==> src/rtl/cla_restoring_divider_pkg.sv <==
// -----------------------------------------------------------------------------
// cla_restoring_divider_pkg
// Shared definitions for the iterative restoring divider:
//   - div_state_e : controller state encoding (IDLE, CALC, DONE)
//   - cnt_width() : iteration counter width, clog2(N) with a one-bit floor
//   - DBZ_Q_FILL  : fill bit of the quotient returned on divide-by-zero
// -----------------------------------------------------------------------------
package cla_restoring_divider_pkg;

    typedef enum logic [1:0] {
        IDLE = 2'd0,
        CALC = 2'd1,
        DONE = 2'd2
    } div_state_e;

    // Counter only has to reach N-1.
    function automatic int cnt_width(input int n);
        return (n <= 2) ? 1 : $clog2(n);
    endfunction

    // Divide-by-zero quotient is all ones at any width.
    localparam logic DBZ_Q_FILL = 1'b1;

endpackage

==> src/rtl/cla_restoring_divider_if.sv <==
// -----------------------------------------------------------------------------
// cla_restoring_divider_if
// Request/result bundle of the divider.
//   start       : request, sampled only while busy=0
//   dividend    : N-bit operand, captured on an accepted start
//   divisor     : N-bit operand, captured on an accepted start
//   busy        : operation in flight
//   done        : one-cycle pulse, results valid
//   quotient    : N-bit result, held until the next accepted start
//   remainder   : N-bit result, held until the next accepted start
//   div_by_zero : set with done when divisor was zero, held with results
// Modports: master (requester), slave (divider).
// -----------------------------------------------------------------------------
interface cla_restoring_divider_if #(
    parameter int N = 8
);
    logic         start;
    logic [N-1:0] dividend;
    logic [N-1:0] divisor;
    logic         busy;
    logic         done;
    logic [N-1:0] quotient;
    logic [N-1:0] remainder;
    logic         div_by_zero;

    modport master (
        output start, dividend, divisor,
        input  busy, done, quotient, remainder, div_by_zero
    );

    modport slave (
        input  start, dividend, divisor,
        output busy, done, quotient, remainder, div_by_zero
    );
endinterface

==> src/rtl/cla_restoring_divider_subtractor.sv <==
// -----------------------------------------------------------------------------
// cla_subtractor
// Combinational W-bit a - b computed as a + ~b + 1 with parallel-prefix
// (generate/propagate) carries instead of a ripple chain.
//   a_i      : minuend (W bits)
//   b_i      : subtrahend (W bits)
//   diff_o   : a - b modulo 2^W
//   borrow_o : 1 when a < b (inverted carry out)
// -----------------------------------------------------------------------------
module cla_subtractor #(
    parameter int W = 9
) (
    input  logic [W-1:0] a_i,
    input  logic [W-1:0] b_i,
    output logic [W-1:0] diff_o,
    output logic         borrow_o
);
    logic [W-1:0] gen;
    logic [W-1:0] prop;
    logic [W:0]   carry;

    assign gen  = a_i & ~b_i;
    assign prop = a_i ^ ~b_i;

    // Carry into bit i, expanded as g[i-1] | p[i-1]g[i-2] | ... | p[i-1:0]cin,
    // with cin tied to 1 for the two's-complement +1.
    function automatic logic lookahead_carry(input logic [W-1:0] g,
                                             input logic [W-1:0] p,
                                             input int           i);
        logic c;
        logic pp;
        c  = 1'b0;
        pp = 1'b1;
        for (int j = i - 1; j >= 0; j--) begin
            c  = c | (pp & g[j]);
            pp = pp & p[j];
        end
        return c | pp;
    endfunction

    always_comb begin
        carry = '0;
        for (int i = 0; i <= W; i++) begin
            carry[i] = lookahead_carry(gen, prop, i);
        end
    end

    assign diff_o   = prop ^ carry[W-1:0];
    assign borrow_o = ~carry[W];

endmodule

==> src/rtl/cla_restoring_divider.sv <==
// -----------------------------------------------------------------------------
// cla_restoring_divider
// Iterative restoring divider, one quotient bit per clock. Each CALC cycle
// shifts the partial remainder left by one dividend bit, trial-subtracts the
// divisor through cla_subtractor and either commits the difference (quotient
// bit 1) or keeps the shifted value (quotient bit 0).
//
// Ports:
//   clk   : rising-edge clock
//   rst_n : asynchronous active-low reset; aborts any divide in flight
//   bus   : cla_restoring_divider_if.slave (start/operands in, results out)
//
// Timing: start accepted at edge k -> done in the cycle after edge k+N+1;
// divide-by-zero -> done in the cycle after edge k+1.
//
// Build option CLA_DIV_SIGNED_EN: operands are two's complement. Magnitudes
// are divided and result signs applied on the way out of DONE (quotient
// truncates toward zero, remainder follows the dividend sign).
// -----------------------------------------------------------------------------
module cla_restoring_divider
    import cla_restoring_divider_pkg::*;
#(
    parameter int N = 8
) (
    input  logic                    clk,
    input  logic                    rst_n,
    cla_restoring_divider_if.slave  bus
);
    localparam int                CNT_W    = cnt_width(N);
    localparam logic [CNT_W-1:0]  LAST_CNT = CNT_W'(N - 1);

    div_state_e       state_q, state_d;
    logic [CNT_W-1:0] cnt_q, cnt_d;
    logic [N-1:0]     q_q, q_d;        // dividend bits shifting out, quotient in
    logic [N-1:0]     r_q, r_d;        // partial remainder, always < divisor
    logic [N-1:0]     dvs_q, dvs_d;
    logic             zero_q, zero_d;  // current operation took the /0 path
    logic [N-1:0]     quot_q, quot_d;
    logic [N-1:0]     rem_q, rem_d;
    logic             dbz_q, dbz_d;
    logic             done_q, done_d;

`ifdef CLA_DIV_SIGNED_EN
    logic             neg_quo_q, neg_quo_d;
    logic             neg_rem_q, neg_rem_d;

    function automatic logic [N-1:0] negate(input logic [N-1:0] x);
        return ~x + N'(1);
    endfunction

    // -2^(N-1) maps onto itself, which is its correct unsigned magnitude.
    function automatic logic [N-1:0] magnitude(input logic [N-1:0] x);
        return x[N-1] ? negate(x) : x;
    endfunction
`endif

    logic [N:0] t_w;
    logic [N:0] dt_w;
    logic       borrow_w;
    logic       unused_dt_msb;

    assign t_w = {r_q, q_q[N-1]};

    cla_subtractor #(
        .W (N + 1)
    ) u_sub (
        .a_i      (t_w),
        .b_i      ({1'b0, dvs_q}),
        .diff_o   (dt_w),
        .borrow_o (borrow_w)
    );

    // A committed difference is below the divisor, so its top bit is zero.
    assign unused_dt_msb = dt_w[N];

    always_comb begin
        state_d = state_q;
        cnt_d   = cnt_q;
        q_d     = q_q;
        r_d     = r_q;
        dvs_d   = dvs_q;
        zero_d  = zero_q;
        quot_d  = quot_q;
        rem_d   = rem_q;
        dbz_d   = dbz_q;
        done_d  = 1'b0;
`ifdef CLA_DIV_SIGNED_EN
        neg_quo_d = neg_quo_q;
        neg_rem_d = neg_rem_q;
`endif

        case (state_q)
            IDLE: begin
                if (bus.start) begin
                    cnt_d = '0;
                    if (bus.divisor == '0) begin
                        // Results are staged in Q/R so DONE handles both paths alike.
                        q_d     = {N{DBZ_Q_FILL}};
                        r_d     = bus.dividend;
                        zero_d  = 1'b1;
`ifdef CLA_DIV_SIGNED_EN
                        neg_quo_d = 1'b0;
                        neg_rem_d = 1'b0;
`endif
                        state_d = DONE;
                    end else begin
                        r_d     = '0;
                        zero_d  = 1'b0;
`ifdef CLA_DIV_SIGNED_EN
                        q_d       = magnitude(bus.dividend);
                        dvs_d     = magnitude(bus.divisor);
                        neg_quo_d = bus.dividend[N-1] ^ bus.divisor[N-1];
                        neg_rem_d = bus.dividend[N-1];
`else
                        q_d       = bus.dividend;
                        dvs_d     = bus.divisor;
`endif
                        state_d = CALC;
                    end
                end
            end

            CALC: begin
                q_d   = {q_q[N-2:0], ~borrow_w};
                r_d   = borrow_w ? t_w[N-1:0] : dt_w[N-1:0];
                cnt_d = cnt_q + CNT_W'(1);
                if (cnt_q == LAST_CNT) begin
                    state_d = DONE;
                end
            end

            DONE: begin
`ifdef CLA_DIV_SIGNED_EN
                quot_d = (neg_quo_q && !zero_q) ? negate(q_q) : q_q;
                rem_d  = (neg_rem_q && !zero_q) ? negate(r_q) : r_q;
`else
                quot_d = q_q;
                rem_d  = r_q;
`endif
                dbz_d   = zero_q;
                done_d  = 1'b1;
                state_d = IDLE;
            end

            default: begin
                state_d = IDLE;
            end
        endcase
    end

    // Control and visible results: cleared by reset.
    always_ff @(posedge clk or negedge rst_n) begin
        if (!rst_n) begin
            state_q <= IDLE;
            cnt_q   <= '0;
            zero_q  <= 1'b0;
            quot_q  <= '0;
            rem_q   <= '0;
            dbz_q   <= 1'b0;
            done_q  <= 1'b0;
`ifdef CLA_DIV_SIGNED_EN
            neg_quo_q <= 1'b0;
            neg_rem_q <= 1'b0;
`endif
        end else begin
            state_q <= state_d;
            cnt_q   <= cnt_d;
            zero_q  <= zero_d;
            quot_q  <= quot_d;
            rem_q   <= rem_d;
            dbz_q   <= dbz_d;
            done_q  <= done_d;
`ifdef CLA_DIV_SIGNED_EN
            neg_quo_q <= neg_quo_d;
            neg_rem_q <= neg_rem_d;
`endif
        end
    end

    // Working datapath: always loaded before use, so no reset needed.
    always_ff @(posedge clk) begin
        q_q   <= q_d;
        r_q   <= r_d;
        dvs_q <= dvs_d;
    end

    assign bus.busy        = (state_q != IDLE);
    assign bus.done        = done_q;
    assign bus.quotient    = quot_q;
    assign bus.remainder   = rem_q;
    assign bus.div_by_zero = dbz_q;

endmodule

==> src/flat_wrapper.sv <==
// flat-port wrapper written by rule: the top's interface ports become plain ports
module cla_restoring_divider_flat import cla_restoring_divider_pkg::*;
#(
    parameter int N = 8
)
  (clk, rst_n, bus_start, bus_dividend, bus_divisor, bus_busy, bus_done, bus_quotient, bus_remainder, bus_div_by_zero);
  cla_restoring_divider_if #(.N(N)) bus_i ();
  input  logic clk;
  input  logic rst_n;
  input wire logic [$bits(bus_i.start)-1:0] bus_start;
  input wire logic [$bits(bus_i.dividend)-1:0] bus_dividend;
  input wire logic [$bits(bus_i.divisor)-1:0] bus_divisor;
  output wire logic [$bits(bus_i.busy)-1:0] bus_busy;
  output wire logic [$bits(bus_i.done)-1:0] bus_done;
  output wire logic [$bits(bus_i.quotient)-1:0] bus_quotient;
  output wire logic [$bits(bus_i.remainder)-1:0] bus_remainder;
  output wire logic [$bits(bus_i.div_by_zero)-1:0] bus_div_by_zero;
  assign bus_i.start = bus_start;
  assign bus_i.dividend = bus_dividend;
  assign bus_i.divisor = bus_divisor;
  assign bus_busy = bus_i.busy;
  assign bus_done = bus_i.done;
  assign bus_quotient = bus_i.quotient;
  assign bus_remainder = bus_i.remainder;
  assign bus_div_by_zero = bus_i.div_by_zero;
  cla_restoring_divider #(.N(N)) u_core (.clk(clk), .rst_n(rst_n), .bus(bus_i));
endmodule
==> config.mk <==
export PLATFORM = sky130hd
export DESIGN_NAME = cla_restoring_divider_flat
export DESIGN_NICKNAME = d
export VERILOG_FILES = /design/src/rtl/cla_restoring_divider_pkg.sv /design/src/rtl/cla_restoring_divider_if.sv /design/src/rtl/cla_restoring_divider_subtractor.sv /design/src/rtl/cla_restoring_divider.sv /design/src/flat_wrapper.sv
export SDC_FILE = /design/constraint.sdc
export NUM_CORES = 1
export LEC_CHECK = 0
export ABC_AREA = 1
export ABC_CLOCK_PERIOD_IN_PS = 5000
export CAP_MARGIN = 20
export CELL_PAD_IN_SITES_DETAIL_PLACEMENT = 0
export CELL_PAD_IN_SITES_GLOBAL_PLACEMENT = 1
export CORE_ASPECT_RATIO = 1.4
export CORE_UTILIZATION = 44
export DETAILED_ROUTE_END_ITERATION = 6
export GPL_ROUTABILITY_DRIVEN = 1
export GPL_TIMING_DRIVEN = 0
export PLACE_DENSITY = 0.82
export SYNTH_ARGS = -nofsm -noshare
export SYNTH_HDL_FRONTEND = slang
export SYNTH_HIERARCHICAL = 1
export SYNTH_SLANG_ARGS = --single-unit
export TNS_END_PERCENT = 10
==> constraint.sdc <==
create_clock -name clk -period 5 [get_ports clk]
set_input_delay 1 -clock clk [delete_from_list [all_inputs] [get_ports clk]]
set_output_delay 1 -clock clk [all_outputs]
set_load 0.02 [all_outputs]
### Word-level counts from Yosys, hierarchy flattened

Index checks and enable logic that the tools add are counted.

| cells by class | value |
|---|---|
| add/subtract/negate cells | 1 |
| eq/ne operators | 5 |
| multiplexer cells | 15 |
| bitwise operators | 100 |
| reductions and logical operators | 8 |

Operators with widths:

| cell | count |
|---|---|
| 1-bit bitwise AND | 58 |
| 8-bit two-way mux | 5 |
| 1-bit bitwise OR | 37 |
| 8-bit case mux with 2 select lines | 2 |
| 9-bit bitwise AND | 1 |
| 8-bit inverter with 9-bit output | 1 |
| 9-bit XOR | 1 |
| 8-bit logical NOT | 1 |
| 8-bit XOR | 1 |
| 2-bit two-way mux | 3 |
| 3-bit case mux with 2 select lines | 1 |
| 2-bit AND reduction | 3 |
| 2-bit case mux with 2 select lines | 1 |
| 2-bit nonzero test | 2 |
| 3-bit by 1-bit adder with 3-bit output, second input constant | 1 |
| 3-bit equality test, second input constant | 1 |
| 3-bit two-way mux | 1 |
| 3-bit AND reduction | 1 |
| 2-bit by 1-bit equality test with 1-bit output, second input constant | 1 |
| 2-bit equality test, second input constant | 1 |
| 2-bit logical NOT | 1 |
| 1-bit two-way mux | 2 |
| 2-bit by 1-bit inequality test with 1-bit output, second input constant | 1 |
| 2-bit inequality test, second input constant | 1 |
| 1-bit inverter | 1 |

| storage, ports and cells | value |
|---|---|
| bits in registers | 48 |
| input bits | 19 |
| output and inout bits | 19 |

### Depth between registers and ports, before layout

Gate-level depths: netlist (run 1).

| depth | value |
|---|---|
| depth after elaboration | 14 |
| mapped depth | 14 |
| mapped depth without buffers | 12 |

### Modules after synthesis

Netlist (run 1), hierarchy kept.

Modules (own cells, without submodules):

| module | instances | cells each | area an instance (µm²) | sequential area each (µm²) |
|---|---|---|---|---|
| cla_restoring_divider | 1 | 202 | 2064.5 | 1321.3 |
| cla_subtractor | 1 | 95 | 550.5 | 0.0 |

### Worst setup path before layout (run 1)

Ideal clock, no wire load.

| timing | value |
|---|---|
| path type | register -> register |
| start | register u_core.r_q[4] |
| end | register u_core.r_q[5] (data pin) |
| library setup time | 0.256 ns |
| data arrival time | 1.783 ns |
| data required time | 4.744 ns |
| path slack | 2.961 ns |
| cell stages (with the launch flop) | 12 |
| buffers on the path | 3 |
| cells stage by stage | edfxtp_1 > ha_1 > buf_2 > nand2_1 > nor2_2 > nand3_1 > nand3_1 > nor2_1 > clkbuf_2 > buf_4 > o21ai_0 > nand2_1 |

| between the ends | value |
|---|---|
| longest elaborated chain between the ends | 11 |
| elaborated cells between the ends (all ways) | 24 |

RTL lines:

| item | line | text |
|---|---|---|
| from (decl) | cla_restoring_divider.sv:35 | `logic [N-1:0] r_q, r_d;` |
| from (signal assigned) | cla_restoring_divider.sv:183 | `r_q <= r_d;` |
| 9-bit bitwise AND or 9-bit XOR (tied branches) | cla_restoring_divider_subtractor.sv:22, cla_restoring_divider_subtractor.sv:23 |  |
| 1-bit bitwise AND, on equally long branches | cla_restoring_divider_subtractor.sv:35, cla_restoring_divider_subtractor.sv:36 |  |
| 1-bit bitwise OR (tied with other cells) (4 in a row) | cla_restoring_divider_subtractor.sv:35 | `c = c \| (pp & g[j]);` |
| 1-bit bitwise OR or 1-bit bitwise AND (tied branches) | cla_restoring_divider_subtractor.sv:35 |  |
| 1-bit bitwise OR | cla_restoring_divider_subtractor.sv:35 |  |
| 1-bit bitwise OR | cla_restoring_divider_subtractor.sv:38 | `return c \| pp;` |
| 8-bit two-way mux * | cla_restoring_divider.sv:125 | `r_d = borrow_w ? t_w[N-1:0] : dt_w[N-1:0];` |
| 8-bit case mux with 2 select lines * | cla_restoring_divider.sv:92 | `case (state_q)` |
| via u_core.r_d[5] | cla_restoring_divider.sv:35 |  |

The timed path passes the listed nets; every way through them passes the cells marked *.
A chain may end at the register's enable or synchronous reset.

### Worst setup path after layout (run 1)

| timing | value |
|---|---|
| start | register u_core.state_q[0] |
| end | output port bus_busy |

| between the ends | value |
|---|---|
| longest elaborated chain between the ends | 1 |

RTL lines:

| item | line | text |
|---|---|---|
| from (decl) | cla_restoring_divider.sv:32 | `div_state_e state_q, state_d;` |
| from (signal assigned) | cla_restoring_divider.sv:166 | `state_q <= state_d;` |
| 2-bit nonzero test | cla_restoring_divider.sv:187 | `assign bus.busy = (state_q != IDLE);` |
| to (decl) | flat_wrapper.sv:13 | `output wire logic [$bits(bus_i.busy)-1:0] bus_busy;` |

No other way between the ends.

==> results by group, run 1 <==
Status
  • Status: complete, no violations

Floorplan
  • Top Ports: 38
  • Row cnt: 32
  • DIE AREA: just over 6000 um^2
  • Core Box Area: 5610 um^2
  • Die width: between 60 and 70 um
  • Initial Util: ~46%
  • Die H: around 93 um

Route
  • Post-Route WL: 5520 um
  • DR vias/cell: between 4 and 5
  • 1st-iter DRT viols: 92
  • Post-DRT Antenna Nets: 0
  • # DRC: 0
  • DR vias: 2,013
  • First-pass DRT Iterations: 4
  • Wirelength per Cell: 13.6 um

Critical path
  • R2r setup slk: 2.68 ns
  • CP peak stage delay: 0.59 ns
  • Critical path arrival: 1.44 ns
  • Crit-path max FO: 3
  • R2R cell count: 12
  • R2R Path Start: u_core/r_q[6]
  • CP max stage cell: clkdlybuf4s50_1
  • WP data required: ~4 ns
  • Crit path launch: u_core/state_q[0]
  • Reg-to-Reg End: u_core/r_q[5]
  • Critical Setup Path Class: flip-flop to primary output
  • Crit-path cells: inv_2 > nand2_1 > clkdlybuf4s50_1
  • Worst setup SP type: flip-flop
  • Crit end category: primary output

Job
  • Max-cap viol count: 0

STA
  • F_max: 0.411 GHz
  • Worst Clk Skew: 0.00965 ns
  • Final hold vios: 0
  • Worst slew pin tran: 0.811 ns
  • Fin. max-slew vios: 0
  • Period utilisation layout: 48.7%
  • Crit path time final: 2.44 ns
  • Final setup TNS: 0 ns
  • Max-slew headroom: between 40% and 50%
  • RSZ-0062 raised after global routing: false
  • Final setup violation count: 0

Power
  • Total power: between 2 and 2.5 mW
  • Reg power frac: approximately 34%
  • Int Pwr: 1.24 mW
  • Comb power frac: between 50 and 60%
  • Clock power frac: 15.0%
  • Peak VDD IR: 343 uV
  • Leak Pwr: between 1.5 and 2 nW
  • P_sw: 0.869 mW
  • Power Density: about 660 nW/um^2
  • Switching share of power: 41.2%

Clock tree
  • Clock Sinks: 48
  • Worst-Skew Late Latency: 0.30 ns
  • H-tree depth: 2
  • Reg clk slew, reported paths: about 0.10 ns
  • Root Buffer Master: clkbuf_8
  • Hold_buf cts: 0
  • Setup repair bufs after CTS: 0
  • CTS tree: built
  • TritonCTS Buffers: 5
  • Post-cts sizing count: 0
  • Max Root-Sink Buffers: 2

Global route
  • Vias in the first global route: 1,948
  • Total GRT Usage: between 10% and 20%
  • First-pass GRT wire length: 8880 um
  • Largest net degree at the start of global routing: 25
  • Total gr overflow: 0
  • Antenna violations before repair: 0

Synthesis
  • Synthesized net count: approximately 320
  • Syn Inst Count: around 290
  • YS warnings: 6
  • Post-synthesis area per instance: 8.88 um^2
  • Post-Syn Area: roughly 2600 um^2

Hold path
  • Hold depth: 2
  • Worst Hold End: u_core/bus.remainder[7]
  • Hold Startpoint: u_core/bus.remainder[7]
  • Hold Path Class: flip-flop to flip-flop

Layout
  • Area grow syn2layout: 23.8%
  • Share of layout cells above drive strength 1: 13.1%
  • FILL cells: 547
  • Antenna diode count: 0
  • Nets: around 370

Placed design
  • RD Place Congestion: 0.798
  • IO buf count: 37
  • DPL Wire Length: slightly above 4000 um
## worst max-delay path: cells and delay by family (launching register included)
family | cells | cell delay, ns
AND/OR/NAND/NOR | 1 | 0.07
buffers and inverters | 2 | 0.65
flip-flops | 1 | 0.42
## worst max-delay path by stage
stage | to | cells after the start
2_1_floorplan | u_core/r_q[5] | 11
3_3_place_gp | u_core/r_q[7] | 3
3_5_place_dp | u_core/r_q[7] | 3
4_1_cts | bus_busy | 3
5_1_grt | u_core/r_q[5] | 12
6_report | bus_busy | 3
## cells in the final DEF, fill, tap and decap left out, drive strengths merged
cell type       n
clkdlybuf4s50  37
edfxtp         24
or2             2
o21ai          25
nand2          85
xor2            3
nor2           20
clkbuf          7
a21oi          12
nand3b          1
bufinv          1
ha             13
nand3          26
nand4           3
a211oi          1
inv            39
conb            1
buf            11
dfrtp          24
xnor2           2
## sequential cells by signal, indices dropped and copies added (netlist names)
signal,count
u_core/bus.div_by_zero,1
u_core/bus.done,1
u_core/bus.quotient,8
u_core/bus.remainder,8
u_core/cnt_q,3
u_core/dvs_q,8
u_core/q_q,8
u_core/r_q,8
u_core/state_q,2
u_core/zero_q,1
## power by group through the flow
| stage | Sequential [mW] | Combinational (mW) | Clock [mW] |
|---|---|---|---|
| final | 0.723 | 1.07 | 0.317 |
| after global routing | 0.741 | 1.19 | 0.342 |
| after CTS | 0.725 | 1.07 | 0.326 |
| after detailed placement | 0.732 | 1.06 | 0 |
| after global placement | 0.727 | 1.05 | 0 |
| after floorplan | 0.784 | 0.668 | 0 |
## final cells by class
type | count | area (um^2) | area share (%)
flip-flops and latches | 48 | 1320 | 41.3
well taps | 68 | 85.1 | 2.66
clock inverters | 2 | 38.8 | 1.21
multi-input cells | 194 | 1040 | 32.4
clock buffers | 6 | 93.8 | 2.93
inverters | 38 | 143 | 4.46
repair buffers | 38 | 398 | 12.4
plain buffers | 11 | 85.1 | 2.66
## metal layers
metal | global-route usage [%] | part of all wire [%] | routed length, um | vias up
met1 | 24.0 | 42 | 2330 | 941
met5 | 0 | 0 | 0 | -
met3 | 3.69 | 2.9 | 160 | 2
met2 | 33.8 | 54 | 2990 | 37
li1 | - | - | - | 1033
met4 | 5.32 | 0.69 | 38 | 0
## per-stage QoR
stage | instances | instance area, um^2 | setup WS (ns) | hold WS [ns] | util [%]
3_5_place_dp | 396 | 3040 | 2.40 | 0.465 | 54.2
6_report | 405 | 3200 | 2.56 | 0.489 | 57.1
5_1_grt | 405 | 3200 | 2.47 | 0.512 | 57.1
2_1_floorplan | 291 | 2580 | 2.98 | 0.443 | -
3_3_place_gp | 396 | 3040 | 2.43 | 0.461 | 54.2
4_1_cts | 404 | 3170 | 2.55 | 0.490 | 56.6
Power figures use the tool's default switching activity.
==> run 2: changes to the inputs <==
--- a/config.mk
+++ b/config.mk
@@ -6,16 +6,16 @@
 export NUM_CORES = 1
 export LEC_CHECK = 0
 export ABC_AREA = 1
-export ABC_CLOCK_PERIOD_IN_PS = 5000
+export ABC_CLOCK_PERIOD_IN_PS = 2000
 export CAP_MARGIN = 20
 export CELL_PAD_IN_SITES_DETAIL_PLACEMENT = 0
 export CELL_PAD_IN_SITES_GLOBAL_PLACEMENT = 1
 export CORE_ASPECT_RATIO = 1.4
-export CORE_UTILIZATION = 44
+export CORE_UTILIZATION = 37
 export DETAILED_ROUTE_END_ITERATION = 6
 export GPL_ROUTABILITY_DRIVEN = 1
 export GPL_TIMING_DRIVEN = 0
-export PLACE_DENSITY = 0.82
+export PLACE_DENSITY = 0.74
 export SYNTH_ARGS = -nofsm -noshare
 export SYNTH_HDL_FRONTEND = slang
 export SYNTH_HIERARCHICAL = 1
==> constraint.sdc (replaced) <==
create_clock -name clk -period 2 [get_ports clk]
set_input_delay 0.4 -clock clk [delete_from_list [all_inputs] [get_ports clk]]
set_output_delay 0.4 -clock clk [all_outputs]
set_load 0.02 [all_outputs]
==> run 2 against run 1 <==
Effect of this change: the run now ends with negative setup slack left; total power grew to 2.7 times the previous value; sequential power grew to 2.5 times the previous value; final cell count is 7.9% higher; critical path type is now flip-flop to flip-flop; largest cell class unchanged; largest power group unchanged.
==> results by group, run 2 (synthesis results as in run 1) <==
Route
  • First-pass DRT Iterations: 4
  • Post-Route WL: 5860 um
  • Wirelength per Cell: ~13 um
  • Routed length on met1: 2530 um
  • # DRC: 0
  • Max Used Layer: met4
  • Met3 wire length: 123 um
  • WL met2: 3110 um
  • DR vias: 2,077
  • Post-DRT Antenna Nets: 0
  • 1st-iter DRT viols: 84
  • DR vias/cell: 4.75

Floorplan
  • Die width: 72.6 um
  • DIE AREA: 7330 um^2
  • Die H: 101 um
  • Initial Util: just under 40%
  • Core Box Area: 6660 um^2
  • Row cnt: 35
  • Top Ports: 38

Status
  • Status: finished with violations
  • Failing checks: negative setup slack

Global route
  • Total gr overflow: 0
  • Vias in the first global route: 2,040
  • First-pass GRT wire length: ~9500 um
  • Total GRT Usage: 17.5%
  • Largest net degree at the start of global routing: 25
  • Antenna violations before repair: 0

Power
  • Total power: 5.72 mW
  • Power Density: 1660 nW/um^2
  • Peak VDD IR: 736 uV
  • Int Pwr: about 3.3 mW
  • Clock power frac: 9.9%
  • P_sw: 2.41 mW
  • Switching share of power: 42.2%
  • Leak Pwr: 1.56 nW
  • Comb power frac: 58.2%
  • Reg power frac: 31.9%

Critical path
  • R2r setup slk: -0.08 ns
  • Delay-heaviest family, CP: simple AND/OR/NAND/NOR gates
  • CP max stage cell: edfxtp_1
  • Critical path arrival: approximately 2.1 ns
  • Crit-path max FO: 8
  • Crit-path cells: ha_4 > nand2_2 > inv_2 > nand2_2 > nor2_4 > a21oi_1 > nand3_2 > nor2_4 > buf_8 > buf_6 > a21oi_4 > o21ai_4 > nand2_1
  • CP peak stage delay: 0.46 ns
  • CP Buf/Inv Count: 3
  • WP data required: approximately 2.1 ns
  • Crit path launch: u_core/r_q[6]
  • Crit end category: flip-flop
  • Cell count along the critical path: 13
  • Reg-to-Reg End: u_core/r_q[3]
  • Setup crit end: u_core/r_q[3]
  • Critical Setup Path Class: flip-flop to flip-flop
  • Worst setup SP type: flip-flop
  • R2R Path Start: u_core/r_q[6]
  • R2R cell count: 13

STA
  • Crit path time final: 2.08 ns
  • Period utilisation layout: 104%
  • Final setup TNS: -0.365 ns
  • Final setup violation count: 8
  • Final WS setup: -0.0771 ns
  • Worst slew pin tran: 0.811 ns
  • Final hold vios: 0
  • RSZ-0062 raised after global routing: true
  • Max-slew headroom: 45.8%
  • Hold slack: 0.473 ns
  • Fin. max-slew vios: 0
  • Worst Clk Skew: 0.00719 ns
  • F_max: around 0.48 GHz

Placed design
  • RD Place Congestion: 0.786
  • Setup WS pre-CTS: -0.269 ns
  • IO buf count: 37
  • Placed Instances: 420
  • DPL Wire Length: 4230 um
  • Placed Area: 3080 um^2

Layout
  • Most common cell after layout, fill and taps aside: nand2_1
  • Final non-filler cell total: 437
  • Area grow syn2layout: 33.0%
  • Most frequent cells in the layout: 78 x nand2_1, 37 x clkdlybuf4s50_1, 28 x inv_1
  • Nets: about 380
  • Antenna diode count: 0
  • Final core utilization: between 50% and 60%
  • Share of layout cells above drive strength 1: 22.0%
  • Final instance area: 3440 um^2

Clock tree
  • H-tree depth: 2
  • TritonCTS Buffers: 5
  • Worst-Skew Late Latency: 0.30 ns
  • CTS tree: built
  • Reg clk slew, reported paths: 0.09 ns
  • Root Buffer Master: clkbuf_8
  • Max Root-Sink Buffers: 2
  • Clock Sinks: 48

Hold path
  • Hold Path Class: input pin to asynchronous set/reset pin

Job
  • Max-cap viol count: 0
-- run 2: how the worst min path moves through the flow --
stage                                       start                 endpoint  slack, ns
final                                       rst_n          u_core/bus.done       0.47
after global routing              u_core/cnt_q[0]          u_core/cnt_q[0]       0.51
after CTS                  u_core/bus.quotient[0]   u_core/bus.quotient[0]       0.49
after detailed placement   u_core/bus.quotient[0]   u_core/bus.quotient[0]       0.47
after global placement    u_core/bus.remainder[7]  u_core/bus.remainder[7]       0.46
after floorplan                             rst_n   u_core/bus.div_by_zero       0.10
-- run 2: power by group through the flow --
stage	Sequential [mW]	Combinational (mW)	Clock [mW]
2_1_floorplan	1.96	1.69	0
3_3_place_gp	1.82	2.66	0
3_5_place_dp	1.83	2.69	0
4_1_cts	1.84	3.20	0.586
5_1_grt	1.87	3.68	0.617
6_report	1.82	3.33	0.563
-- run 2: what timing repair did --
action,in CTS,in global routing
endpoints found under the setup margin,9,9
pin swaps,13,12
resized for setup,34,11
cloned,1,0
setup buffers,8,0
hold endpoints to repair,0,0
hold buffers,0,0
-- run 2: final cells by class --
| class | count | area, um^2 |
|---|---|---|
| Buffer | 10 | 104 |
| Clock buffer | 5 | 68.8 |
| Clock inverter | 3 | 17.5 |
| Fill cell | 675 | 3220 |
| Inverter | 38 | 143 |
| Multi-Input combinational cell | 194 | 1180 |
| Sequential cell | 48 | 1320 |
| Tap cell | 92 | 115 |
| Timing Repair Buffer | 47 | 484 |
-- run 2: per-layer routing --
metal / track usage (%) / up-vias
li1: - / 1045
met1: 21.1 / 982
met2: 31.7 / 44
met3: 2.40 / 6
met4: 5.73 / 0
met5: 0 / -
